[config.mk]
export PLATFORM = sky130hd
export DESIGN_NAME = fmap_writer
export DESIGN_NICKNAME = d
export VERILOG_FILES = /design/src/rtl/fmap_writer.sv
export SDC_FILE = /design/constraint.sdc
export NUM_CORES = 1
export LEC_CHECK = 0
export ABC_AREA = 1
export BUFFER_PORTS_ARGS = -buffer_cell sky130_fd_sc_hd__buf_2
export CORE_MARGIN = 3
export CORE_UTILIZATION = 49
export CTS_CLUSTER_DIAMETER = 50
export CTS_CLUSTER_SIZE = 12
export DETAILED_ROUTE_END_ITERATION = 10
export MAX_ROUTING_LAYER = met4
export PLACE_DENSITY = 0.72
export RECOVER_POWER = 50
export SLEW_MARGIN = 20
export SYNTH_ARGS = -nofsm -noshare
export SYNTH_HDL_FRONTEND = slang
export SYNTH_SLANG_ARGS = --single-unit
[constraint.sdc]
create_clock -name clk -period 1.5 [get_ports clk]
set_input_delay 0.225 -clock clk [delete_from_list [all_inputs] [get_ports clk]]
set_output_delay 0.225 -clock clk [all_outputs]
set_load 0.005 [all_outputs]
[src/rtl/fmap_writer.sv]
// Feature-map sink: drops row-straddling windows, applies ReLU, shift and 8-bit
// saturation, and writes the surviving OW x OH map to a result RAM.
module fmap_writer #(
    parameter int IMG_W  = 28,
    parameter int IMG_H  = 28,
    parameter int K      = 5,
    parameter int DW     = 20,
    parameter int SHIFT  = 8,
    parameter int ADDR_W = 10
) (
    input  logic              clk,
    input  logic              rstn,
    input  logic              start,
    input  logic              in_valid,
    input  logic [DW-1:0]     in_data,
    output logic              wr_en,
    output logic [ADDR_W-1:0] wr_addr,
    output logic [7:0]        wr_data,
    output logic              busy,
    output logic              done,
    output logic [15:0]       sat_cnt
);

    localparam int OH = IMG_H - K + 1;
    localparam int CW = (IMG_W > 1) ? $clog2(IMG_W) : 1;
    localparam int RW = (OH > 1) ? $clog2(OH) : 1;

    localparam logic [CW-1:0] COL_LAST  = CW'(IMG_W - 1);
    localparam logic [CW-1:0] COL_FIRST = CW'(K - 1);
    localparam logic [RW-1:0] ROW_LAST  = RW'(OH - 1);

    typedef enum logic {IDLE, RUN} state_t;

    state_t              state;
    logic [CW-1:0]       col;
    logic [RW-1:0]       row;
    logic [ADDR_W-1:0]   addr;

    logic [DW-1:0]       relu_val;
    logic [DW-1:0]       shifted;
    logic                clip;
    logic [7:0]          pix;
    logic                keep;
    logic                last;

    // Negative results become zero before the shift, so a logical shift suffices.
    assign relu_val = in_data[DW-1] ? '0 : in_data;
    assign shifted  = relu_val >> SHIFT;
    assign clip     = shifted > DW'(255);
    assign pix      = clip ? 8'hFF : shifted[7:0];
    assign keep     = col >= COL_FIRST;
    assign last     = (row == ROW_LAST) && (col == COL_LAST);

    always_ff @(posedge clk or negedge rstn) begin
        if (!rstn) begin
            state   <= IDLE;
            col     <= '0;
            row     <= '0;
            addr    <= '0;
            wr_en   <= 1'b0;
            wr_addr <= '0;
            wr_data <= '0;
            busy    <= 1'b0;
            done    <= 1'b0;
            sat_cnt <= '0;
        end else begin
            wr_en <= 1'b0;
            done  <= 1'b0;
            case (state)
                IDLE: begin
                    if (start) begin
                        state   <= RUN;
                        busy    <= 1'b1;
                        col     <= '0;
                        row     <= '0;
                        addr    <= '0;
                        sat_cnt <= '0;
                    end
                end
                RUN: begin
                    if (in_valid) begin
                        if (col == COL_LAST) begin
                            col <= '0;
                            row <= row + RW'(1);
                        end else begin
                            col <= col + CW'(1);
                        end
                        // Columns left of K-1 belong to windows that wrap across rows.
                        if (keep) begin
                            wr_en   <= 1'b1;
                            wr_addr <= addr;
                            wr_data <= pix;
                            addr    <= addr + ADDR_W'(1);
                            if (clip && (sat_cnt != 16'hFFFF))
                                sat_cnt <= sat_cnt + 16'd1;
                        end
                        if (last) begin
                            state <= IDLE;
                            busy  <= 1'b0;
                            done  <= 1'b1;
                        end
                    end
                end
                default: state <= IDLE;
            endcase
        end
    end

endmodule

# Yosys cells after proc, flatten, opt, wreduce, memory -nomap -nowiden

Index checks and enable logic that the tools add are counted.

Eq/ne operators: 9
Add/sub/neg operators: 4
Reduce and logical (&&, ||, !) cells: 8
Bitwise operators: 1
$lt $le $gt $ge: 2
Multiplexer cells: 32

Operator list:

| cell                    | number |
|---|---|
| $mux W16                | 4 |
| $pmux W16 S2            | 1 |
| $mux W10                | 3 |
| $mux W5                 | 5 |
| $pmux W10 S2            | 1 |
| $pmux W5 S2             | 2 |
| $mux W19                | 1 |
| $add A16 B1 Y16 const B | 1 |
| $ne A16 B16 Y1 const B  | 1 |
| $mux W1                 | 12 |
| $reduce_and A3 Y1       | 4 |
| $gt A11 B8 Y1 const B   | 1 |
| $add A10 B1 Y10 const B | 1 |
| $add A5 B1 Y5 const B   | 2 |
| $eq A5 B5 Y1 const B    | 2 |
| $mux W8                 | 1 |
| $ne A2 B1 Y1 const B    | 3 |
| $ne A2 B2 Y1 const B    | 3 |
| $ge A5 B3 Y1 const B    | 1 |
| $pmux W1 S2             | 2 |
| $reduce_and A4 Y1       | 1 |
| $logic_and A1 B1 Y1     | 2 |
| $reduce_and A2 Y1       | 1 |
| $not A1 Y1              | 1 |

Output and inout bits: 37
Input port bits: 24
Logic and storage cells: 66
Bits in registers: 58

# Logic depth before layout (Yosys ltp)

Gate-level depths: netlist of the first run.

Depth in word-level cells: 7
Gate-level depth with buffers: 11

# Worst setup path before layout of the first run

Ideal clock, no wire load.

Path kind: flip-flop to flip-flop
Start: reg sat_cnt[0]
End: reg sat_cnt[14]
Path buffers: 1
Stages on the path, launching flop included: 12
Data required time: 1383 ps
Slack: -79 ps
Clock period less this slack: 1579 ps
Arrival time: 1462 ps
Path through: dfrtp_1 -> ha_1 -> nand2_2 -> nor2_4 -> nand2_2 -> nor2_2 -> nand2_1 -> nand2_4 -> nand2_4 -> buf_6 -> nand2_1 -> nand2_1

Word-level cells in the longest chain between the ends: 5
Elaborated cells between the ends (all ways): 9
Classes of those cells: add/sub: 1; eq/ne: 2; mux: 4; reduce/logical: 2

Ends and longest elaborated chain:

| item                   | RTL line | source |
|---|---|---|
| start, declared        | 21       | `output logic [15:0] sat_cnt` |
| start signal, assigned | 95       | `sat_cnt <= sat_cnt + 16'd1;` |
| $add A16 B1 Y16        | 95       |  |
| $mux W16               | 94       | `if (clip && (sat_cnt != 16'hFFFF))` |
| $mux W16               | 89       | `if (keep) begin` |
| $mux W16               | 81       | `if (in_valid) begin` |
| $pmux W16 S2           | 69       | `case (state)` |

Several ways; a longest one is shown, not always the timed one. The select of a mux whose other input is x is not followed.
A chain may end at the register's enable or synchronous reset.

# Worst setup path after layout of the first run

Start: reg sat_cnt[0]
End: reg sat_cnt[12]

The elaborated chain is that of the path after synthesis.

==> impl_metrics.yaml, run 1 <==
timing:
  post-route-period-util_pct: 103
  fmax_mhz: 649
  worstMarginPinSlew_ns: 0.791
  fin_setup_tns_ns: -0.422
  fin_skew_ns: 0.0103
  setup_viol: 16
  min_period_ns: 1.54
  hold_viol_final: 0
  final_max_slew_viol_count: 0
  relSlewSlack_pct: 47.3
  fin_ws_ns: -0.0407
  rsz0062_at_grt: "yes"
placed_design:
  port_buffers: 52
  gp_congestion: 0.863
  place_area_um2: 3600
  place_hpwl_mm: 5.06
  detailedPlace.worstSlack_ns: -0.0343
  post-place-cells: 542
yosys:
  synthSimpleGateAreaFrac_pct: 33.3
  ys_warn_count: 0
  synth_compound_area_share_pct: 8.22
  synthAdderAreaFrac_pct: 2.07
  synth.most_common_cell: "nand2_1"
  yosys.area.top_type: "dfrtp_1"
  synth_top_area_share_pct: 48.1
  ys_async_sr_fraction_pct: 100
  synth_nets: 421
  muxShareOfSynthArea_pct: 0
  synth_seq_cells: 58
  yosys-top-cells-area: "dfrtp_1, nand2_1, nor2_1"
  synth_top_family_by_area: "simple AND/OR/NAND/NOR gates"
  synth_seq_area_share_pct: 48.1
  synth_xor_area_share_pct: 2.03
  postSynthCellCount: 392
  syn_area_um2: 3020
  synth_common_cells: "nand2_1, dfrtp_1, nor2_1"
  syn-mean-instance-area_um2: 7.69
  synth-edff-count: 0
  yosysUniqueCellTypes: 31
  ys.flop_type: "dfrtp_1"
detailed_routing:
  drt_first_iter_violations: 203
  wl_per_cell_um: 13.5
  dr.pass1.iters: 5
  final_antenna_net_count: 0
  via_count: 2937
  vias_per_cell: 5.19
  drt-total-wl_mm: 7.63
  drc_errors: 0
pwr:
  ir_drop_v: 0.00100
  p_leak_nw: 2.05
  power_density_nw_per_um2: 1450
  fin_total_pwr_mw: 5.83
clock_network:
  cts.sinks: 58
  max-clock-path-buffers: 2
  clk_pin_slew_worst_paths_ns: 0.07
  cts_htree_levels: 3
  clk_latency_ns: 0.34
  numCtsBuffers: 9
  root_buffer: "clkbuf_8"
  tritoncts: "yes"
final_layout:
  antennaDiodeCount: 0
  fillers: 487
  drive_gt1_share_pct: 28.9
  final_area_um2: 4030
  num-nets-final: 518
  layout.cells.non_filler: 566
  area_delta_synth_final_pct: 33.5
grt:
  overflow: 0
  grt_pass1_vias: 2752
  antenna_found_initial: 0
  grt_usage_pct: 21.9
  grt_pass1_wl_mm: 12.4
  grt_start_max_net_pins: 59
floorplan:
  die_y_um: 84.4
  io_pins: 61
  die_w_um: 84.4
  core-area_um2: 5740
  die_area_um2: 7130
  core.rowCount: 27
  start_util_pct: 52.5
worst_setup_path:
  required_ns: 1.77
  worstSetupStartpointType: "register"
  path_class: "reg2reg"
  arrival_ns: 1.82
  worstSetupEndpointType: "register"
  critPathMaxFanout: 8
flow_run:
  maxCapViolCount: 0
status:
  violations: "negative setup slack"
  outcome: "finished, violations left"
min_path:
  hold_class: "in2reg"
==> placed cells by master (no fill, tap or decap), drive strengths merged <==
master / synthesis / layout
inv: 35 / 35
o22ai: 1 / 1
nor3b: 2 / 2
o31ai: 2 / 2
buf: 6 / 89
nand3: 32 / 32
nor2: 48 / 48
dlygate4sd3: 0 / 1
clkinv: 1 / 3
xnor2: 1 / 1
nand2: 128 / 129
clkbuf: 3 / 16
nand4: 10 / 10
nor4: 1 / 1
a21oi: 7 / 7
nor3: 9 / 9
or2: 1 / 1
o21bai: 2 / 2
ha: 5 / 5
dfrtp: 58 / 58
bufinv: 0 / 2
xor2: 6 / 6
o21a: 1 / 1
o21ai: 33 / 33
==> final cells by class <==
type	instances	area, um^2	share of cell area, %
Clock buffer	12	155	3.85
Clock inverter	4	73.8	1.83
Inverter	36	135	3.36
Multi-Input combinational cell	290	1510	37.6
Sequential cell	58	1450	36.1
Tap cell	72	90.1	2.24
Timing Repair Buffer	94	606	15.0
==> kinds of logic (layout without fill, tap and decap cells) <==
kind of cell,after synthesis,after routing
adder cells (fa/ha/maj),5,5
buffers and inverters,45,146
AND/OR/NAND/NOR,231,232
XOR/XNOR,7,7
AO/OA/AOI/OAI,46,46
flip-flops,58,58
==> metrics by stage <==
step	util [%]	hold WS, ns
final	70.1	0.115
after global routing	70.1	0.129
after CTS	67.0	0.104
after detailed placement	62.7	0.254
after global placement	62.7	0.253
after floorplan	-	-0.0706
==> critical path, cell delays in order, from the launching register on <==
cell and delay, ns:
dfrtp_1 0.40, ha_4 0.17, nand2_4 0.06, nor2_4 0.14, nand2_2 0.08, nor2_2 0.11, nand2_2 0.09, nand2_8 0.14
buf_8 0.15, nand3_1 0.07, nand2_1 0.07
==> where the power goes <==
| group | internal (mW) | switching [mW] | total, mW |
|---|---|---|---|
| Combinational | 0.796 | 1.03 | 1.82 |
| Sequential | 2.01 | 0.331 | 2.34 |
| Clock | 1.03 | 0.643 | 1.67 |
| Total | 3.83 | 2.00 | 5.83 |
==> state kept, by name, indices dropped and copies added, names as in the netlist <==
signal,count
done,1
sat_cnt,16
wr_addr,10
addr,10
busy,1
col,5
row,5
state,1
wr_data,8
wr_en,1
==> routing by layer <==
layer	vias up	share of wire [%]	GRT usage, %
met3	14	5.8	3.63
met4	0	1.8	8.20
met5	-	0	-
li1	1458	-	-
met2	93	49	33.9
met1	1372	44	29.0
==> path summary, 6_finish.rpt <==
check / cells after the start / to / from / slack [ns]
max in group asynchronous: 3 / state$_DFF_PN0_ / rstn / 0.33
worst min register to register: 2 / wr_addr[2]$_DFFE_PN0P_ / wr_addr[2]$_DFFE_PN0P_ / 0.48
worst max-delay path: 10 / sat_cnt[12]$_DFFE_PN0P_ / sat_cnt[0]$_DFFE_PN0P_ / -0.04
worst max register to register: 10 / sat_cnt[12]$_DFFE_PN0P_ / sat_cnt[0]$_DFFE_PN0P_ / -0.04
worst min-delay path: 3 / wr_data[7]$_DFFE_PN0P_ / in_data[15] / 0.12
min in group asynchronous: 3 / col[3]$_DFFE_PN0P_ / rstn / 0.61
==> timing repair <==
item                       4_1_cts  5_1_grt
cloned                           0        1
hold endpoints to repair        58        0
setup endpoints to repair       10       33
pin swaps                        0       21
setup buffers                    0        6
hold buffers                     1        0
resized for setup                2       36
Note: power is estimated with default switching activity, not from simulation.
==> inputs of run 2 (changes only) <==
- CORE_UTILIZATION: 49 -> 50
- GPL_ROUTABILITY_DRIVEN: default -> 0
- PLACE_DENSITY: 0.72 -> 0.71
- clock period: 1.5 -> 1.9 ns (I/O delays scaled with it)
==> run 2 against run 1 <==
The flow now finishes without violations; largest cell class is now flip-flops and latches; first-iteration DRC count fell by 18%; critical path depth did not move; setup slack improved by 0.20 ns; global-route usage fell by 1.3 points; fmax fell by 11%; non-clock buffer count fell by 34; sequential share of layout area rose by 4.7 points; cell count fell by 6.4%; wire length fell by 16%; register-to-register slack improved by 0.20 ns; total power fell by 31%.
==> impl_metrics.yaml, run 2 (synthesis gave the netlist of run 1 again) <==
status:
  outcome: "finished clean"
clock_network:
  post-cts-setup-buffers: 0
  numCtsBuffers: 9
  cts.sinks: 58
  clk_latency_ns: 0.33
  clk_pin_slew_worst_paths_ns: 0.07
  root_buffer: "clkbuf_8"
  max-clock-path-buffers: 2
  tritoncts: "yes"
  cts_htree_levels: 3
worst_setup_path:
  worstSetupEndpointType: "register"
  critPathMaxFanout: 11
  regToRegEndpoint: "sat_cnt[15]$_DFFE_PN0P_"
  required_ns: 2.16
  path_class: "reg2reg"
  arrival_ns: 2.00
  reg2reg_setup_slack_ns: 0.16
  worstSetupStartpointType: "register"
  r2r.worst_path.cells: 10
  worstReg2RegStart: "sat_cnt[0]$_DFFE_PN0P_"
timing:
  hold_viol_final: 0
  setup_viol: 0
  final_max_slew_viol_count: 0
  fin_skew_ns: 0.0103
  fmax_mhz: 574
  min_period_ns: 1.74
  rsz0062_at_grt: "no"
  worstMarginPinSlew_ns: 1.10
  post-route-period-util_pct: 91.6
  fin_setup_tns_ns: 0
  relSlewSlack_pct: 26.7
  fin_ws_ns: 0.159
  whs_ns: 0.186
grt:
  grt_pass1_vias: 2554
  grt_start_max_net_pins: 39
  grt_usage_pct: 20.6
  grt_pass1_wl_mm: 11.5
  overflow: 0
  antenna_found_initial: 0
flow_run:
  maxCapViolCount: 0
floorplan:
  core.rowCount: 27
  die_area_um2: 7000
  core-area_um2: 5680
  die_w_um: 83.7
  start_util_pct: 53.1
  die_y_um: 83.7
  io_pins: 61
placed_design:
  place_hpwl_mm: 4.62
  port_buffers: 52
  place_area_um2: 3380
  detailedPlace.worstSlack_ns: 0.144
  post-place-cells: 514
final_layout:
  regMostFlops: "sat_cnt"
  post-route-util_pct: 62.7
  fillers: 537
  drive_gt1_share_pct: 17.7
  final_area_um2: 3560
  layout.cells.non_filler: 530
  layout_commonest_cell: "nand2_1"
  antennaDiodeCount: 0
  num-nets-final: 483
  area_delta_synth_final_pct: 18.0
  final_cell_mix: "nand2_1, dfrtp_1, buf_2"
  largestRegisters: "sat_cnt: 16 flops, addr: 10 flops, wr_addr: 10 flops"
  largest_reg_flops: 16
detailed_routing:
  final_antenna_net_count: 0
  vias_per_cell: 5.09
  via_count: 2699
  drt_first_iter_violations: 166
  drc_errors: 0
  dr.pass1.iters: 4
  drt-total-wl_mm: 6.45
  wl_per_cell_um: 12.2
min_path:
  hold_class: "in2reg"
  hp-start: "in_data[9]"
  holdPathEnd: "wr_data[1]$_DFFE_PN0P_"
  hold_depth: 3
pwr:
  power_density_nw_per_um2: 1130
  p_leak_nw: 1.80
  fin_total_pwr_mw: 4.02
  ir_drop_v: 0.000651
[run 2: cell type report]
cell class / count / area [um^2] / share of cell area (%)
repair buffers: 60 / 318 / 8.93
multi-input cells: 289 / 1380 / 38.7
flip-flops and latches: 58 / 1450 / 40.8
well taps: 72 / 90.1 / 2.53
clock buffers: 12 / 145 / 4.08
inverters: 36 / 135 / 3.80
clock inverters: 3 / 40.0 / 1.13
[run 2: power breakdown]
part	switching, mW	total [mW]	leakage, nW	internal (mW)
Sequential	0.286	1.87	0.735	1.58
Clock	0.446	1.08	0.0962	0.630
Combinational	0.632	1.07	0.972	0.438
[run 2: worst max-delay path: stages, from the launching register on]
cell,delay [ns]
dfrtp_1,0.43
ha_2,0.25
nand2_2,0.09
nor2_4,0.14
nand2_2,0.08
nor2_2,0.07
nand2_1,0.08
nand2_4,0.16
buf_4,0.19
nand3_1,0.08
nand2_1,0.09
[run 2: worst max-delay path by stage]
stage | startpoint | end | cells past startpoint
2_1_floorplan | sat_cnt[0]$_DFFE_PN0P_ | sat_cnt[14]$_DFFE_PN0P_ | 11
3_3_place_gp | sat_cnt[0]$_DFFE_PN0P_ | sat_cnt[15]$_DFFE_PN0P_ | 10
3_5_place_dp | sat_cnt[0]$_DFFE_PN0P_ | sat_cnt[15]$_DFFE_PN0P_ | 10
4_1_cts | sat_cnt[0]$_DFFE_PN0P_ | sat_cnt[15]$_DFFE_PN0P_ | 10
5_1_grt | rstn | sat_cnt[14]$_DFFE_PN0P_ | 3
6_report | sat_cnt[0]$_DFFE_PN0P_ | sat_cnt[15]$_DFFE_PN0P_ | 10
[run 2: what timing repair did]
| item | CTS | global route |
|---|---|---|
| gates resized for setup | 0 | 1 |
| hold endpoints to repair | 20 | 0 |
| setup endpoints to repair | 0 | 2 |
| hold buffers | 1 | 0 |
[run 2: per-layer routing]
metal | wire length [um] | GRT usage [%] | share of wire (%) | up-vias
met5 | 0 | - | 0 | -
met4 | 114 | 8.48 | 1.8 | 0
met3 | 278 | 4.15 | 4.3 | 11
met2 | 2990 | 31.7 | 46 | 61
met1 | 3060 | 26.6 | 47 | 1241
li1 | - | - | - | 1386
==> inputs of run 3 (changes only) <==
- CORE_UTILIZATION: 50 -> 59
- PLACE_DENSITY: 0.71 -> 0.82
==> run 3 against run 2 <==
Count of clock-buffer cells in the layout grew 2; sequential power is essentially flat; register-to-register slack improved by 0.04 ns; core utilization is 11 points higher; first-iteration DRC count is 19% higher; via count grew 1.3%; critical endpoint is now sat_cnt[11]$_DFFE_PN0P_; largest cell class unchanged.
==> impl_metrics.yaml, run 3 (synthesis gave the netlist of run 1 again) <==
pwr:
  fin_total_pwr_mw: 4.08
  p_sw_mw: 1.38
  power_density_nw_per_um2: 1140
  power_frac_clock_pct: 27.5
  cell_internal_pwr_mw: 2.70
  seqPwrFrac_pct: 45.9
  switching_share_pct: 33.8
  p_leak_nw: 1.81
  ir_drop_v: 0.000679
  power_frac_comb_pct: 26.6
worst_setup_path:
  crit_start: "sat_cnt[1]$_DFFE_PN0P_"
  required_ns: 2.12
  arrival_ns: 1.92
  worstSetupStartpointType: "register"
  crit_slowest_cell: "dfrtp_1"
  path_class: "reg2reg"
  reg2reg_setup_slack_ns: 0.20
  critPathMaxFanout: 14
  crit_top_cell: "nand2_1"
  critical-path-max-stage-delay_ns: 0.41
  worstReg2RegStart: "sat_cnt[1]$_DFFE_PN0P_"
  path_cells: "ha_2 > nand2_2 > nor2_4 > nand2_2 > nor2_2 > nand2_1 > nand2_4 > nand2_4 > nand2_1 > nand2_1"
  worstSetupEndpointType: "register"
detailed_routing:
  wl_per_cell_um: 12.1
  via_count: 2733
  dr.pass1.iters: 5
  final_antenna_net_count: 0
  drt_first_iter_violations: 198
  drt-total-wl_mm: 6.39
  vias_per_cell: 5.19
  drc_errors: 0
clock_network:
  root_buffer: "clkbuf_8"
  cts_htree_levels: 3
  post-cts-setup-buffers: 0
  tritoncts: "yes"
  numCtsBuffers: 9
  cts.sinks: 58
  clk_latency_ns: 0.33
  clk_pin_slew_worst_paths_ns: 0.06
  max-clock-path-buffers: 2
final_layout:
  regMostFlops: "sat_cnt"
  largest_reg_flops: 16
  area_delta_synth_final_pct: 18.3
  antennaDiodeCount: 0
  largestRegisters: "sat_cnt: 16 flops, addr: 10 flops, wr_addr: 10 flops"
  layout_commonest_cell: "nand2_1"
  post-route-util_pct: 74.1
  fillers: 404
  num-nets-final: 484
  final_cell_mix: "nand2_1, dfrtp_1, nor2_1, buf_2"
  drive_gt1_share_pct: 17.8
timing:
  fin_skew_ns: 0.00368
  worstMarginPinSlew_ns: 0.747
  min_period_ns: 1.70
  final_max_slew_viol_count: 0
  fin_ws_ns: 0.198
  fmax_mhz: 587
  relSlewSlack_pct: 50.2
  post-route-period-util_pct: 89.6
  hold_viol_final: 0
  rsz0062_at_grt: "no"
  whs_ns: 0.185
  setup_viol: 0
  fin_setup_tns_ns: 0
grt:
  grt_pass1_vias: 2527
  antenna_found_initial: 0
  grt_start_max_net_pins: 59
  grt_usage_pct: 23.7
  overflow: 0
  grt_pass1_wl_mm: 11.2
placed_design:
  place_hpwl_mm: 4.61
  detailedPlace.worstSlack_ns: 0.163
  port_buffers: 52
flow_run:
  maxCapViolCount: 0
min_path:
  hp-start: "in_data[14]"
  hold_class: "in2reg"
floorplan:
  die_y_um: 77.5
  die_w_um: 77.5
  core.rowCount: 25
  core-area_um2: 4820
  die_area_um2: 6000
  io_pins: 61
  start_util_pct: 62.6
status:
  outcome: "finished clean"
-- run 3: cell count changes in the layout (fill, tap and decap cells not counted), sizes merged --
cell,previous run,this run
clkinv,3,2
clkbuf,19,22
-- run 3: power groups by stage --
stage | Sequential (mW) | Clock [mW] | Combinational, mW
2_1_floorplan | 1.86 | 0 | 0.681
3_3_place_gp | 1.87 | 0 | 1.05
3_5_place_dp | 1.88 | 0 | 1.10
4_1_cts | 1.87 | 1.15 | 1.11
5_1_grt | 1.93 | 1.20 | 1.27
6_report | 1.87 | 1.12 | 1.09
-- run 3: cell type report --
type,count,area (um^2),area share [%]
multi-input cells,289,1380,38.6
clock buffers,14,163,4.56
repair buffers,61,320,8.98
well taps,67,83.8,2.35
inverters,36,135,3.79
clock inverters,2,35.0,0.982
flip-flops and latches,58,1450,40.7
-- run 3: path summary, 6_finish.rpt --
check,end,cells past startpoint
max,sat_cnt[11]$_DFFE_PN0P_,10
min,wr_data[6]$_DFFE_PN0P_,3
max reg2reg,sat_cnt[11]$_DFFE_PN0P_,10
min reg2reg,wr_data[0]$_DFFE_PN0P_,2
max in group asynchronous,sat_cnt[0]$_DFFE_PN0P_,3
min in group asynchronous,wr_data[6]$_DFFE_PN0P_,3
-- run 3: per-stage QoR --
step / area, um^2 / instances
finish: 3570 / 527
floorplan: 3020 / 392
CTS: 3590 / 527
global route: 3570 / 527
global placement: 3380 / 510
detailed placement: 3380 / 510
-- run 3: per-layer routing --
metal	share of wire [%]	up-vias	global-route usage [%]
met1	47	1267	30.0
li1	-	1387	-
met2	48	68	38.3
met3	4.7	11	6.03
met5	0	-	-
met4	1.1	0	6.23
-- run 3: worst max-delay path: cells and delay by family, from the launching register on --
| family | cells | cell delay, ns |
|---|---|---|
| AND/OR/NAND/NOR | 9 | 0.93 |
| adder cells (fa/ha/maj) | 1 | 0.25 |
| flip-flops | 1 | 0.41 |
-- run 3: what timing repair did --
item,CTS,global route
setup endpoints to repair,0,14
gates resized for setup,0,2
hold buffers,1,0
endpoints found under the hold margin,58,0
